===== src/rtl/aes_job_scheduler.sv =====
// aes_job_scheduler: round-robin owner selection and round sequencing for one
// shared iterative AES round datapath (128/192/256-bit keys, enc/dec).
module aes_job_scheduler #(
  parameter int NREQ    = 2,
  parameter int ROUND_W = 4
) (
  input  logic                 clk,
  input  logic                 rst_n,
  input  logic [NREQ-1:0]      req,
  input  logic [NREQ-1:0]      req_mode,
  input  logic [2*NREQ-1:0]    req_ksel,
  output logic [NREQ-1:0]      grant,
  output logic                 busy,
  output logic                 dp_load,
  output logic                 dp_round_en,
  output logic                 dp_last,
  output logic                 dp_decrypt,
  output logic [ROUND_W-1:0]   dp_nr,
  output logic [ROUND_W-1:0]   dp_round_idx,
  output logic [ROUND_W-1:0]   dp_key_idx,
  output logic                 out_valid,
  input  logic                 out_ready,
  output logic [NREQ-1:0]      done
);

  localparam int PTR_W = (NREQ > 1) ? $clog2(NREQ) : 1;

  typedef enum logic [2:0] {
    IDLE,
    LOAD,
    ROUND,
    FINAL,
    HOLD
  } state_t;

  state_t              state;
  state_t              nextState;
  logic [PTR_W-1:0]    rrPtr;
  logic [PTR_W-1:0]    ownerIdx;
  logic [PTR_W-1:0]    winIdx;
  logic [PTR_W-1:0]    candIdx;
  logic                winFound;
  logic                jobDecrypt;
  logic [ROUND_W-1:0]  jobNr;
  logic [ROUND_W-1:0]  roundIdx;
  logic                accept;
  logic                startJob;

  // Key-size code to AES round count; codes 2 and 3 both mean 256-bit keys.
  function automatic logic [ROUND_W-1:0] kselToNr(input logic [1:0] ksel);
    case (ksel)
      2'd0:    return ROUND_W'(10);
      2'd1:    return ROUND_W'(12);
      default: return ROUND_W'(14);
    endcase
  endfunction

  assign accept   = (state == HOLD) && out_ready;
  assign startJob = (state == IDLE) && winFound;

  // Round-robin pick: first requester at or after the pointer, wrapping around.
  always_comb begin
    int cand;
    winIdx   = '0;
    winFound = 1'b0;
    candIdx  = '0;
    cand     = 0;
    for (int i = 0; i < NREQ; i++) begin
      cand    = (int'(rrPtr) + i) % NREQ;
      candIdx = PTR_W'(cand);
      if (!winFound && req[candIdx]) begin
        winFound = 1'b1;
        winIdx   = candIdx;
      end
    end
  end

  // State register; reset aborts any running job without a done pulse.
  always_ff @(posedge clk or negedge rst_n) begin
    if (!rst_n) begin
      state <= IDLE;
    end else begin
      state <= nextState;
    end
  end

  // Next-state: one LOAD, Nr-1 ROUNDs, one FINAL, then HOLD until accepted.
  always_comb begin
    nextState = state;
    case (state)
      IDLE:    if (winFound) nextState = LOAD;
      LOAD:    nextState = ROUND;
      ROUND:   if (roundIdx == jobNr - ROUND_W'(1)) nextState = FINAL;
      FINAL:   nextState = HOLD;
      HOLD:    if (out_ready) nextState = IDLE;
      default: nextState = IDLE;
    endcase
  end

  // Job context is captured once at arbitration so later input changes cannot disturb it.
  always_ff @(posedge clk or negedge rst_n) begin
    if (!rst_n) begin
      ownerIdx   <= '0;
      jobDecrypt <= 1'b0;
      jobNr      <= '0;
      rrPtr      <= '0;
    end else begin
      if (startJob) begin
        ownerIdx   <= winIdx;
        jobDecrypt <= req_mode[winIdx];
        jobNr      <= kselToNr(req_ksel[{winIdx, 1'b0} +: 2]);
      end
      if (accept) begin
        rrPtr <= (ownerIdx == PTR_W'(NREQ - 1)) ? '0 : ownerIdx + PTR_W'(1);
      end
    end
  end

  // Round counter: 1 on entering ROUND, counts up to Nr at FINAL, cleared while idle.
  always_ff @(posedge clk or negedge rst_n) begin
    if (!rst_n) begin
      roundIdx <= '0;
    end else begin
      case (state)
        IDLE:    roundIdx <= '0;
        LOAD:    roundIdx <= ROUND_W'(1);
        ROUND:   roundIdx <= roundIdx + ROUND_W'(1);
        default: roundIdx <= roundIdx;
      endcase
    end
  end

  // Output decode: datapath strobes per state, decryption walks the key schedule backwards.
  always_comb begin
    grant        = '0;
    done         = '0;
    busy         = (state != IDLE);
    dp_load      = (state == LOAD);
    dp_round_en  = (state == ROUND) || (state == FINAL);
    dp_last      = (state == FINAL);
    dp_decrypt   = jobDecrypt;
    dp_nr        = jobNr;
    dp_round_idx = '0;
    dp_key_idx   = '0;
    out_valid    = (state == HOLD);
    if (state != IDLE) begin
      grant[ownerIdx] = 1'b1;
    end
    if (accept) begin
      done[ownerIdx] = 1'b1;
    end
    if (state == LOAD) begin
      dp_key_idx = jobDecrypt ? jobNr : '0;
    end else if ((state == ROUND) || (state == FINAL)) begin
      dp_round_idx = roundIdx;
      dp_key_idx   = jobDecrypt ? (jobNr - roundIdx) : roundIdx;
    end
  end

endmodule


===== config.mk =====
export PLATFORM = sky130hd
export DESIGN_NAME = aes_job_scheduler
export DESIGN_NICKNAME = d
export VERILOG_FILES = /design/src/rtl/aes_job_scheduler.sv
export SDC_FILE = /design/constraint.sdc
export NUM_CORES = 1
export LEC_CHECK = 0
export ABC_AREA = 1
export CORE_MARGIN = 10
export CORE_UTILIZATION = 25
export DETAILED_ROUTE_END_ITERATION = 10
export SLEW_MARGIN = 20
export SYNTH_ARGS = -nofsm -noshare
export SYNTH_HDL_FRONTEND = slang
export SYNTH_SLANG_ARGS = --single-unit

===== constraint.sdc =====
create_clock -name clk -period 3.7 [get_ports clk]
set_clock_uncertainty 0.15 [all_clocks]
set_input_delay 0.37 -clock clk [delete_from_list [all_inputs] [get_ports clk]]
set_output_delay 0.37 -clock clk [all_outputs]
set_load 0.005 [all_outputs]

==> flow_metrics.py, run 1 <==
metrics = {
    "power": {
        "p_seq_frac": 0.257,
        "irDropWorstVdd_mv": 0.309,
        "switchingPower_w": 0.000427,
        "p_leak_nw": 0.628,
        "clock_power_share": 0.123,
        "switching_share": 0.427,
        "pwr_density_cell_nw_per_um2": 746,
        "power_frac_comb": 0.620,
        "p_int_w": 0.000574,
    },
    "routing": {
        "drtPass1Iterations": 4,
        "viasPerCell": 4.27,
        "drtIter0Drc": 57,
        "ant_nets": 0,
        "dr_total_vias": 909,
        "wl_um": 2520,
        "post_drt_wl_per_cell_um": 11.8,
        "drc": 0,
    },
    "floorplanning": {
        "die_w_um": 81.4,
        "die_y_um": 81.4,
        "initial_core_util": 0.257,
        "die_area_um2": 6620,
        "rows": 22,
        "core_area_um2": 3660,
        "top_level_ports": 33,
    },
    "sta": {
        "min_period_over_period": 0.738,
        "rsz0062_at_grt": "false",
        "setup_viol": 0,
        "final.setup.tns_ns": 0,
        "slew_viol_final": 0,
        "maxSlewHeadroom": 0.584,
        "setup_ws_ns": 0.968,
        "hold-worst-slack_ns": 0.375,
        "min_period_ns": 2.73,
        "tightest_slew_ns": 0.622,
        "fmaxAchievable_mhz": 366,
        "hold_viol": 0,
    },
    "flow_run": {
        "drv_cap": 0,
    },
    "yosys": {
        "netlist_instances": 132,
        "synth.distinct_cells": 24,
        "ys_ff_latch": 13,
        "synth-edff-count": 0,
        "synth_ff_type": "dfrtp_1",
        "synthArstFlopShare": 1.00,
        "synth_nets": 149,
        "yosysSeqAreaShare": 0.346,
        "syn_area_um2": 941,
        "yosys_warnings": 0,
        "syn_avg_cell_area_um2": 7.13,
    },
    "clocking": {
        "cts.sinks": 13,
        "hold_buffers": 0,
        "path_clk_slew_ns": 0.06,
        "cts-root-buf": "clkbuf_8",
        "h-tree-depth": 1,
        "cts_buffer_depth": 2,
        "post-cts-setup-buffers": 0,
        "cts_tree": "built",
        "numCtsBuffers": 3,
        "ctsResizeCount": 0,
        "clock_latency_ns": 0.24,
    },
    "setup_path": {
        "crit_slowest_cell": "clkdlybuf4s50_1",
        "r2r-end": "state[0]",
        "arrival_ns": 2.21,
        "required_ns": 3.18,
        "path_buf_inv": 2,
        "crit_family": "buffers and inverters",
        "critical_path.max_stage_delay_ns": 0.52,
        "r2r-start": "roundIdx[1]",
        "crit_chain": "inv_1 > fa_1 > or2_2 > nand3_1 > o21ai_0 > o22ai_1 > clkdlybuf4s50_1",
        "reg2reg_slack_ns": 1.93,
        "path_class": "reg2out",
        "cp-endpoint": "dp_key_idx[2]",
        "startpoint": "dp_nr[1]",
        "cp-start-kind": "flip-flop",
        "path_depth": 7,
        "cp-end-kind": "output pin",
        "r2r_cells": 10,
        "critPathMaxFanout": 4,
    },
    "layout": {
        "fin_area_um2": 1340,
        "drive_above_1_share": 0.0848,
        "diodes": 0,
        "area_growth_pct": 42.6,
        "nNetsFinal": 183,
    },
    "global_route": {
        "grt_pass1_wl_um": 4240,
        "grt_max_degree": 14,
        "antenna_found_initial": 0,
        "grt.total_usage": 0.0808,
        "grt-ovfl-total": 0,
        "grt_pass1_vias": 927,
    },
    "run_status": {
        "status": "finished, final reports clean",
    },
    "placed_design": {
        "placed_area_um2": 1300,
        "gp_congestion": 0.841,
        "place_hpwl_um": 2180,
        "numPortBuffers": 31,
        "dpl_worst_slack_ns": 1.21,
    },
    "hold_path": {
        "hold_class": "in2async",
    },
}
how the worst min path moves through the flow:
stage / slack (ns) / cells past startpoint / end
6_report: 0.38 / 1 / roundIdx[2]
5_1_grt: 0.41 / 2 / rrPtr
4_1_cts: 0.39 / 2 / rrPtr
3_5_place_dp: 0.38 / 2 / rrPtr
3_3_place_gp: 0.35 / 2 / rrPtr
2_1_floorplan: -0.08 / 0 / dp_decrypt
metal layers:
layer,track usage,vias up,wire (um)
met5,0,-,0
met4,0.0208,0,9
met3,0.0353,2,273
met2,0.125,23,1080
met1,0.100,406,1150
li1,-,478,-
cells in the final DEF (no fill, tap or decap):
cell,Yosys,final
clkbuf_8,0,3
nand2_2,3,3
clkdlybuf4s50_1,0,31
o31ai_2,1,1
inv_2,2,2
nand3_1,12,12
xnor2_1,1,1
nor3_2,1,1
nor2_2,1,1
conb_1,1,1
ha_1,5,5
clkbuf_1,0,1
o21a_1,1,1
xor2_1,1,1
nor2_1,13,13
nor2_4,2,2
dfrtp_1,13,13
nand2_1,32,32
fa_1,1,1
o211ai_1,1,1
inv_1,22,22
a21oi_1,5,5
nand4_1,1,1
o21ai_0,6,6
o22ai_1,4,4
or2_2,1,1
cell families after synthesis:
logic type,after synthesis,share of synthesized area
other,1,0.00399
adders and majority gates,6,0.0878
buffers and inverters,26,0.112
and+or+nand+nor,66,0.318
xor gates and xnor gates,2,0.0186
DFF,13,0.346
AOI/OAI and AO/OA,18,0.114
synth_stat cells, types with 2 or more instances:
| library cell | instances | area [um^2] |
|---|---|---|
| inv_2 | 2 | 7.51 |
| nor2_1 | 13 | 48.8 |
| buf_4 | 2 | 15.0 |
| nand3_1 | 12 | 60.1 |
| inv_1 | 22 | 82.6 |
| a21oi_1 | 5 | 25.0 |
| nand2_2 | 3 | 18.8 |
| dfrtp_1 | 13 | 325 |
| o21ai_0 | 6 | 30.0 |
| nand2_1 | 32 | 120 |
| o22ai_1 | 4 | 25.0 |
| ha_1 | 5 | 62.6 |
| nor2_4 | 2 | 22.5 |
worst register-to-register path: stages, from the launching register on:
cell and delay, ns:
dfrtp_1 0.44, inv_1 0.12, ha_1 0.31, inv_1 0.07, ha_1 0.13, nand2_1 0.05, nor2_1 0.10, nand3_1 0.10
nand2_1 0.08, nand3_1 0.06, nor2_1 0.09
sequential cells by signal (all words and copies together), names as in the netlist:
register    cells
rrPtr           1
roundIdx        4
ownerIdx        1
state           3
dp_decrypt      1
dp_nr           3
power groups by stage:
stage / clock network [W] / logic [W] / registers [W]
after floorplan: 0 / 0.000358 / 0.000247
after global placement: 0 / 0.000631 / 0.000258
after detailed placement: 0 / 0.000633 / 0.000260
after CTS: 0.000129 / 0.000637 / 0.000258
after global routing: 0.000138 / 0.000711 / 0.000266
final: 0.000123 / 0.000621 / 0.000257
layout make-up:
| class | instances | area (um^2) |
|---|---|---|
| fill | 406 | 2320 |
| inverter | 24 | 90.1 |
| timing repair buffer | 31 | 310 |
| multi-input combinational | 93 | 510 |
| sequential | 13 | 325 |
| clock buffer | 4 | 45.0 |
| tap | 48 | 60.1 |
metrics by stage:
| step | instances | total power, W | utilization |
|---|---|---|---|
| 4_1_cts | 213 | 0.00102 | 0.366 |
| 3_5_place_dp | 209 | 0.000893 | 0.354 |
| 2_1_floorplan | 132 | 0.000605 | - |
| 3_3_place_gp | 209 | 0.000888 | 0.354 |
| 6_report | 213 | 0.00100 | 0.366 |
| 5_1_grt | 213 | 0.00112 | 0.366 |
Note: power is estimated with default switching activity, not from simulation.
==> inputs of run 2 (changes only) <==
Clock period 3.7 ns to 2.2 ns, I/O delays scaled along.
==> run 2 against run 1 <==
Effect of this change:
- utilization rose by 3.8 points
- non-clock buffer count grew 11
- worst setup slack lost 0.88 ns
- global-route usage up 0.25 points
- die area did not move
- clock power is 69% higher
- flip-flop and latch count stayed put
- power up 90%
- critical path depth down 1
- register-to-register slack got worse by 1.4 ns
- cell area up 10%
- largest power group unchanged
==> flow_metrics.py, run 2 (synthesis results as in run 1) <==
metrics = {
    "run_status": {
        "status": "finished, final reports clean",
    },
    "sta": {
        "min_period_over_period": 0.960,
        "rsz0062_at_grt": "false",
        "setup_viol": 0,
        "hold-worst-slack_ns": 0.218,
        "min_period_ns": 2.11,
        "slew_viol_final": 0,
        "maxSlewHeadroom": 0.591,
        "final.setup.tns_ns": 0,
        "tightest_slew_ns": 0.611,
        "setup_ws_ns": 0.0878,
        "hold_viol": 0,
        "fmaxAchievable_mhz": 473,
    },
    "layout": {
        "fill_cells": 390,
        "nNetsFinal": 194,
        "layout_commonest_cell": "nand2_1",
        "top_register": "roundIdx",
        "final_cell_mix": "nand2_1 (32), clkdlybuf4s50_1 (28), inv_1 (19)",
        "final_cells": 224,
        "area_growth_pct": 57.3,
        "diodes": 0,
        "seq_area_um2": 328,
        "multi_input_area_um2": 571,
        "drive_above_1_share": 0.227,
        "largest_reg_flops": 4,
    },
    "clocking": {
        "path_clk_slew_ns": 0.06,
        "hold_buffers": 0,
        "cts_tree": "built",
        "cts-root-buf": "clkbuf_8",
        "cts.sinks": 13,
        "cts_buffer_depth": 2,
        "clock_latency_ns": 0.24,
        "h-tree-depth": 1,
        "numCtsBuffers": 3,
    },
    "setup_path": {
        "path_class": "reg2out",
        "r2r-end": "state[0]",
        "cp-end-kind": "output pin",
        "critPathMaxFanout": 2,
        "r2r-start": "roundIdx[1]",
        "cp-endpoint": "dp_key_idx[1]",
        "startpoint": "roundIdx[1]",
        "arrival_ns": 1.74,
        "r2r_cells": 11,
        "required_ns": 1.83,
        "cp-start-kind": "flip-flop",
        "reg2reg_slack_ns": 0.55,
    },
    "placed_design": {
        "place_hpwl_um": 2150,
        "gp_congestion": 0.850,
        "dpl_worst_slack_ns": -0.0700,
        "place_inst": 216,
        "numPortBuffers": 31,
    },
    "global_route": {
        "grt_pass1_wl_um": 4450,
        "grt_max_degree": 14,
        "grt_pass1_vias": 1001,
        "antenna_found_initial": 0,
        "grt-ovfl-total": 0,
        "grt.total_usage": 0.0833,
    },
    "power": {
        "power_w": 0.00190,
        "irDropWorstVdd_mv": 0.549,
        "pwr_density_cell_nw_per_um2": 1290,
        "p_leak_nw": 0.695,
    },
    "hold_path": {
        "hold_class": "in2async",
    },
    "floorplanning": {
        "die_area_um2": 6620,
        "top_level_ports": 33,
        "core_area_um2": 3660,
        "die_w_um": 81.4,
        "rows": 22,
        "die_y_um": 81.4,
        "initial_core_util": 0.257,
    },
    "routing": {
        "viasPerCell": 4.23,
        "dr_total_vias": 948,
        "wl_um": 2650,
        "drtPass1Iterations": 4,
        "drtIter0Drc": 20,
        "post_drt_wl_per_cell_um": 11.8,
        "ant_nets": 0,
        "drc": 0,
    },
    "flow_run": {
        "drv_cap": 0,
    },
}
[run 2: timing repair]
item / 4_1_cts / 5_1_grt
buffers inserted: 1 / 3
pin swaps: 1 / 4
endpoints found under the setup margin: 5 / 9
resized for setup: 7 / 17
[run 2: per-stage QoR]
stage | utilization | area (um^2)
after floorplan | - | 941
after detailed placement | 0.368 | 1350
after CTS | 0.385 | 1410
after global placement | 0.368 | 1350
final | 0.404 | 1480
after global routing | 0.404 | 1480
[run 2: where the power goes]
group          switching [W]  internal [W]  total (W)
logic               0.000609      0.000643    0.00125
clock network      0.0000837      0.000125   0.000208
registers           0.000113      0.000329   0.000442
total               0.000806       0.00110    0.00190
[run 2: critical path: stages (launching register included)]
cell	delay, ns
dfrtp_1	0.37
buf_4	0.14
fa_2	0.52
nand2_1	0.04
o21ai_1	0.07
o22ai_1	0.09
dlygate4sd2_1	0.26
[run 2: layout make-up]
cell class,instances,area share
timing repair buffer,42,0.260
clock inverter,1,0.00338
multi-input combinational,93,0.385
inverter,24,0.0609
sequential,13,0.221
tap,48,0.0406
clock buffer,3,0.0279
[run 2: per-layer routing]
metal,vias to the layer above,global-route usage,share of wire
li1,502,-,-
met1,421,0.102,0.46
met2,23,0.133,0.44
met3,2,0.0331,0.097
met4,0,0.0208,0.0034
met5,-,0,0
[run 2: how the worst min path moves through the flow]
stage                     start  cells after the start          to
after floorplan           rst_n                      0  dp_decrypt
after global routing      rst_n                      1       rrPtr
after CTS                 rst_n                      1       rrPtr
after global placement    rrPtr                      2       rrPtr
after detailed placement  rrPtr                      2       rrPtr
final                     rst_n                      1       rrPtr
==> inputs of run 3 (changes only) <==
Settings changed: PLACE_DENSITY from default to 0.52.
==> run 3 against run 2 <==
Effect of this change:
- cell count is 0.45% lower
- utilization is 0.51 points lower
- register-to-register slack worse by 0.08 ns
- clock power is 8% higher
- largest power group unchanged
- flip-flop and latch count stayed put
- critical path depth is 1 higher
- critical path type unchanged
- largest cell class unchanged
- count of clock-buffer cells in the layout is 1 higher
- maximum frequency is 0.65% lower
==> flow_metrics.py, run 3 (synthesis results as in run 1) <==
metrics = {
    "run_status": {
        "status": "finished, final reports clean",
    },
    "global_route": {
        "grt_pass1_vias": 989,
        "antenna_found_initial": 0,
        "grt_max_degree": 14,
        "grt.total_usage": 0.0887,
        "grt_pass1_wl_um": 4620,
        "grt-ovfl-total": 0,
    },
    "flow_run": {
        "drv_cap": 0,
    },
    "routing": {
        "wl_met2_um": 1390,
        "ant_nets": 0,
        "highest_layer": "met4",
        "dr_total_vias": 976,
        "viasPerCell": 4.38,
        "dr_wl_met3_um": 193,
        "drt-met1-wl_um": 1250,
        "drc": 0,
        "post_drt_wl_per_cell_um": 12.9,
        "wl_um": 2880,
        "drtIter0Drc": 40,
        "drtPass1Iterations": 4,
    },
    "sta": {
        "fmaxAchievable_mhz": 470,
        "min_period_ns": 2.13,
        "final.setup.tns_ns": 0,
        "setup_viol": 0,
        "maxSlewHeadroom": 0.571,
        "min_period_over_period": 0.966,
        "slew_viol_final": 0,
        "hold_viol": 0,
        "setup_ws_ns": 0.0739,
        "tightest_slew_ns": 0.641,
    },
    "placed_design": {
        "numPortBuffers": 31,
        "gp_congestion": 0.832,
        "place_hpwl_um": 2280,
        "placed_area_um2": 1360,
        "dpl_worst_slack_ns": -0.0917,
    },
    "clocking": {
        "cts_tree": "built",
        "path_clk_slew_ns": 0.06,
        "cts.sinks": 13,
        "h-tree-depth": 1,
        "cts-root-buf": "clkbuf_8",
        "numCtsBuffers": 3,
        "clock_latency_ns": 0.25,
        "hold_buffers": 0,
        "cts_buffer_depth": 2,
    },
    "setup_path": {
        "required_ns": 1.83,
        "crit_chain": "inv_2 > fa_2 > or2_2 > nand3_1 > o21ai_0 > o22ai_1 > buf_2",
        "critPathMaxFanout": 2,
        "path_class": "reg2out",
        "reg2reg_slack_ns": 0.47,
        "cp-start-kind": "flip-flop",
        "r2r_cells": 11,
        "crit_family": "adder cells",
        "cp-end-kind": "output pin",
        "arrival_ns": 1.76,
        "critical_path.max_stage_delay_ns": 0.39,
        "path_buf_inv": 2,
        "crit_slowest_cell": "fa_2",
        "r2r-end": "state[0]",
        "r2r-start": "roundIdx[1]",
    },
    "layout": {
        "largest_reg_flops": 4,
        "final_cell_mix": "nand2_1 (32), clkdlybuf4s50_1 (26), inv_1 (20)",
        "layout_commonest_cell": "nand2_1",
        "fill_cells": 382,
        "diodes": 0,
        "drive_above_1_share": 0.211,
        "nNetsFinal": 193,
        "top_register": "roundIdx",
        "area_growth_pct": 55.3,
        "fin_area_um2": 1460,
    },
    "power": {
        "p_leak_nw": 0.721,
        "power_w": 0.00187,
        "irDropWorstVdd_mv": 0.581,
        "pwr_density_cell_nw_per_um2": 1280,
    },
    "hold_path": {
        "hold_class": "in2async",
    },
    "floorplanning": {
        "initial_core_util": 0.257,
        "rows": 22,
        "die_w_um": 81.4,
        "core_area_um2": 3660,
        "die_y_um": 81.4,
        "top_level_ports": 33,
        "die_area_um2": 6620,
    },
}
==> run 3: cell types whose count changed in the layout (fill, tap and decap cells not counted), sizes merged <==
cell	before	now
buf	12	11
clkbuf	3	5
clkdlybuf4s50	28	26
clkinv	1	0
dlygate4sd2	2	1
dlymetal6s2s	0	2
==> run 3: per-layer routing <==
layer / up-vias / global-route usage
met5: - / 0
met4: 0 / 0.0519
met3: 4 / 0.0199
met2: 24 / 0.141
met1: 446 / 0.107
li1: 502 / -
==> run 3: layout make-up <==
| type | instances | area [um^2] | area share |
|---|---|---|---|
| clock buffer | 4 | 45.0 | 0.0308 |
| inverter | 24 | 90.1 | 0.0616 |
| multi-input combinational | 93 | 558 | 0.382 |
| sequential | 13 | 329 | 0.225 |
| tap | 48 | 60.1 | 0.0411 |
| timing repair buffer | 41 | 379 | 0.259 |
==> run 3: through the flow <==
step | cells | hold slack (ns) | utilization
4_1_cts | 221 | 0.246 | 0.388
3_3_place_gp | 217 | 0.355 | 0.370
2_1_floorplan | 132 | -0.226 | -
6_report | 223 | 0.217 | 0.399
3_5_place_dp | 217 | 0.355 | 0.370
5_1_grt | 223 | 0.281 | 0.399
==> run 3: how the worst max path moves through the flow <==
stage                   from            end  slack (ns)  cells after the start
floorplan           dp_nr[1]  dp_key_idx[2]        0.40                      6
global placement    dp_nr[1]  dp_key_idx[2]       -0.05                      7
detailed placement  dp_nr[1]  dp_key_idx[2]       -0.09                      7
CTS                 dp_nr[1]  dp_key_idx[2]       -0.07                      7
global route        dp_nr[1]  dp_key_idx[2]      -0.006                      7
finish              dp_nr[1]  dp_key_idx[2]        0.07                      7
==> run 3: timing repair <==
action | CTS | global route
pin swaps | 0 | 5
buffers inserted | 0 | 2
resized for setup | 11 | 13
endpoints found under the setup margin | 5 | 9
==> run 3: report_power, final <==
group | internal, W | switching [W]
clock network | 0.000128 | 0.0000964
logic | 0.000594 | 0.000613
registers | 0.000331 | 0.000111
total | 0.00105 | 0.000820
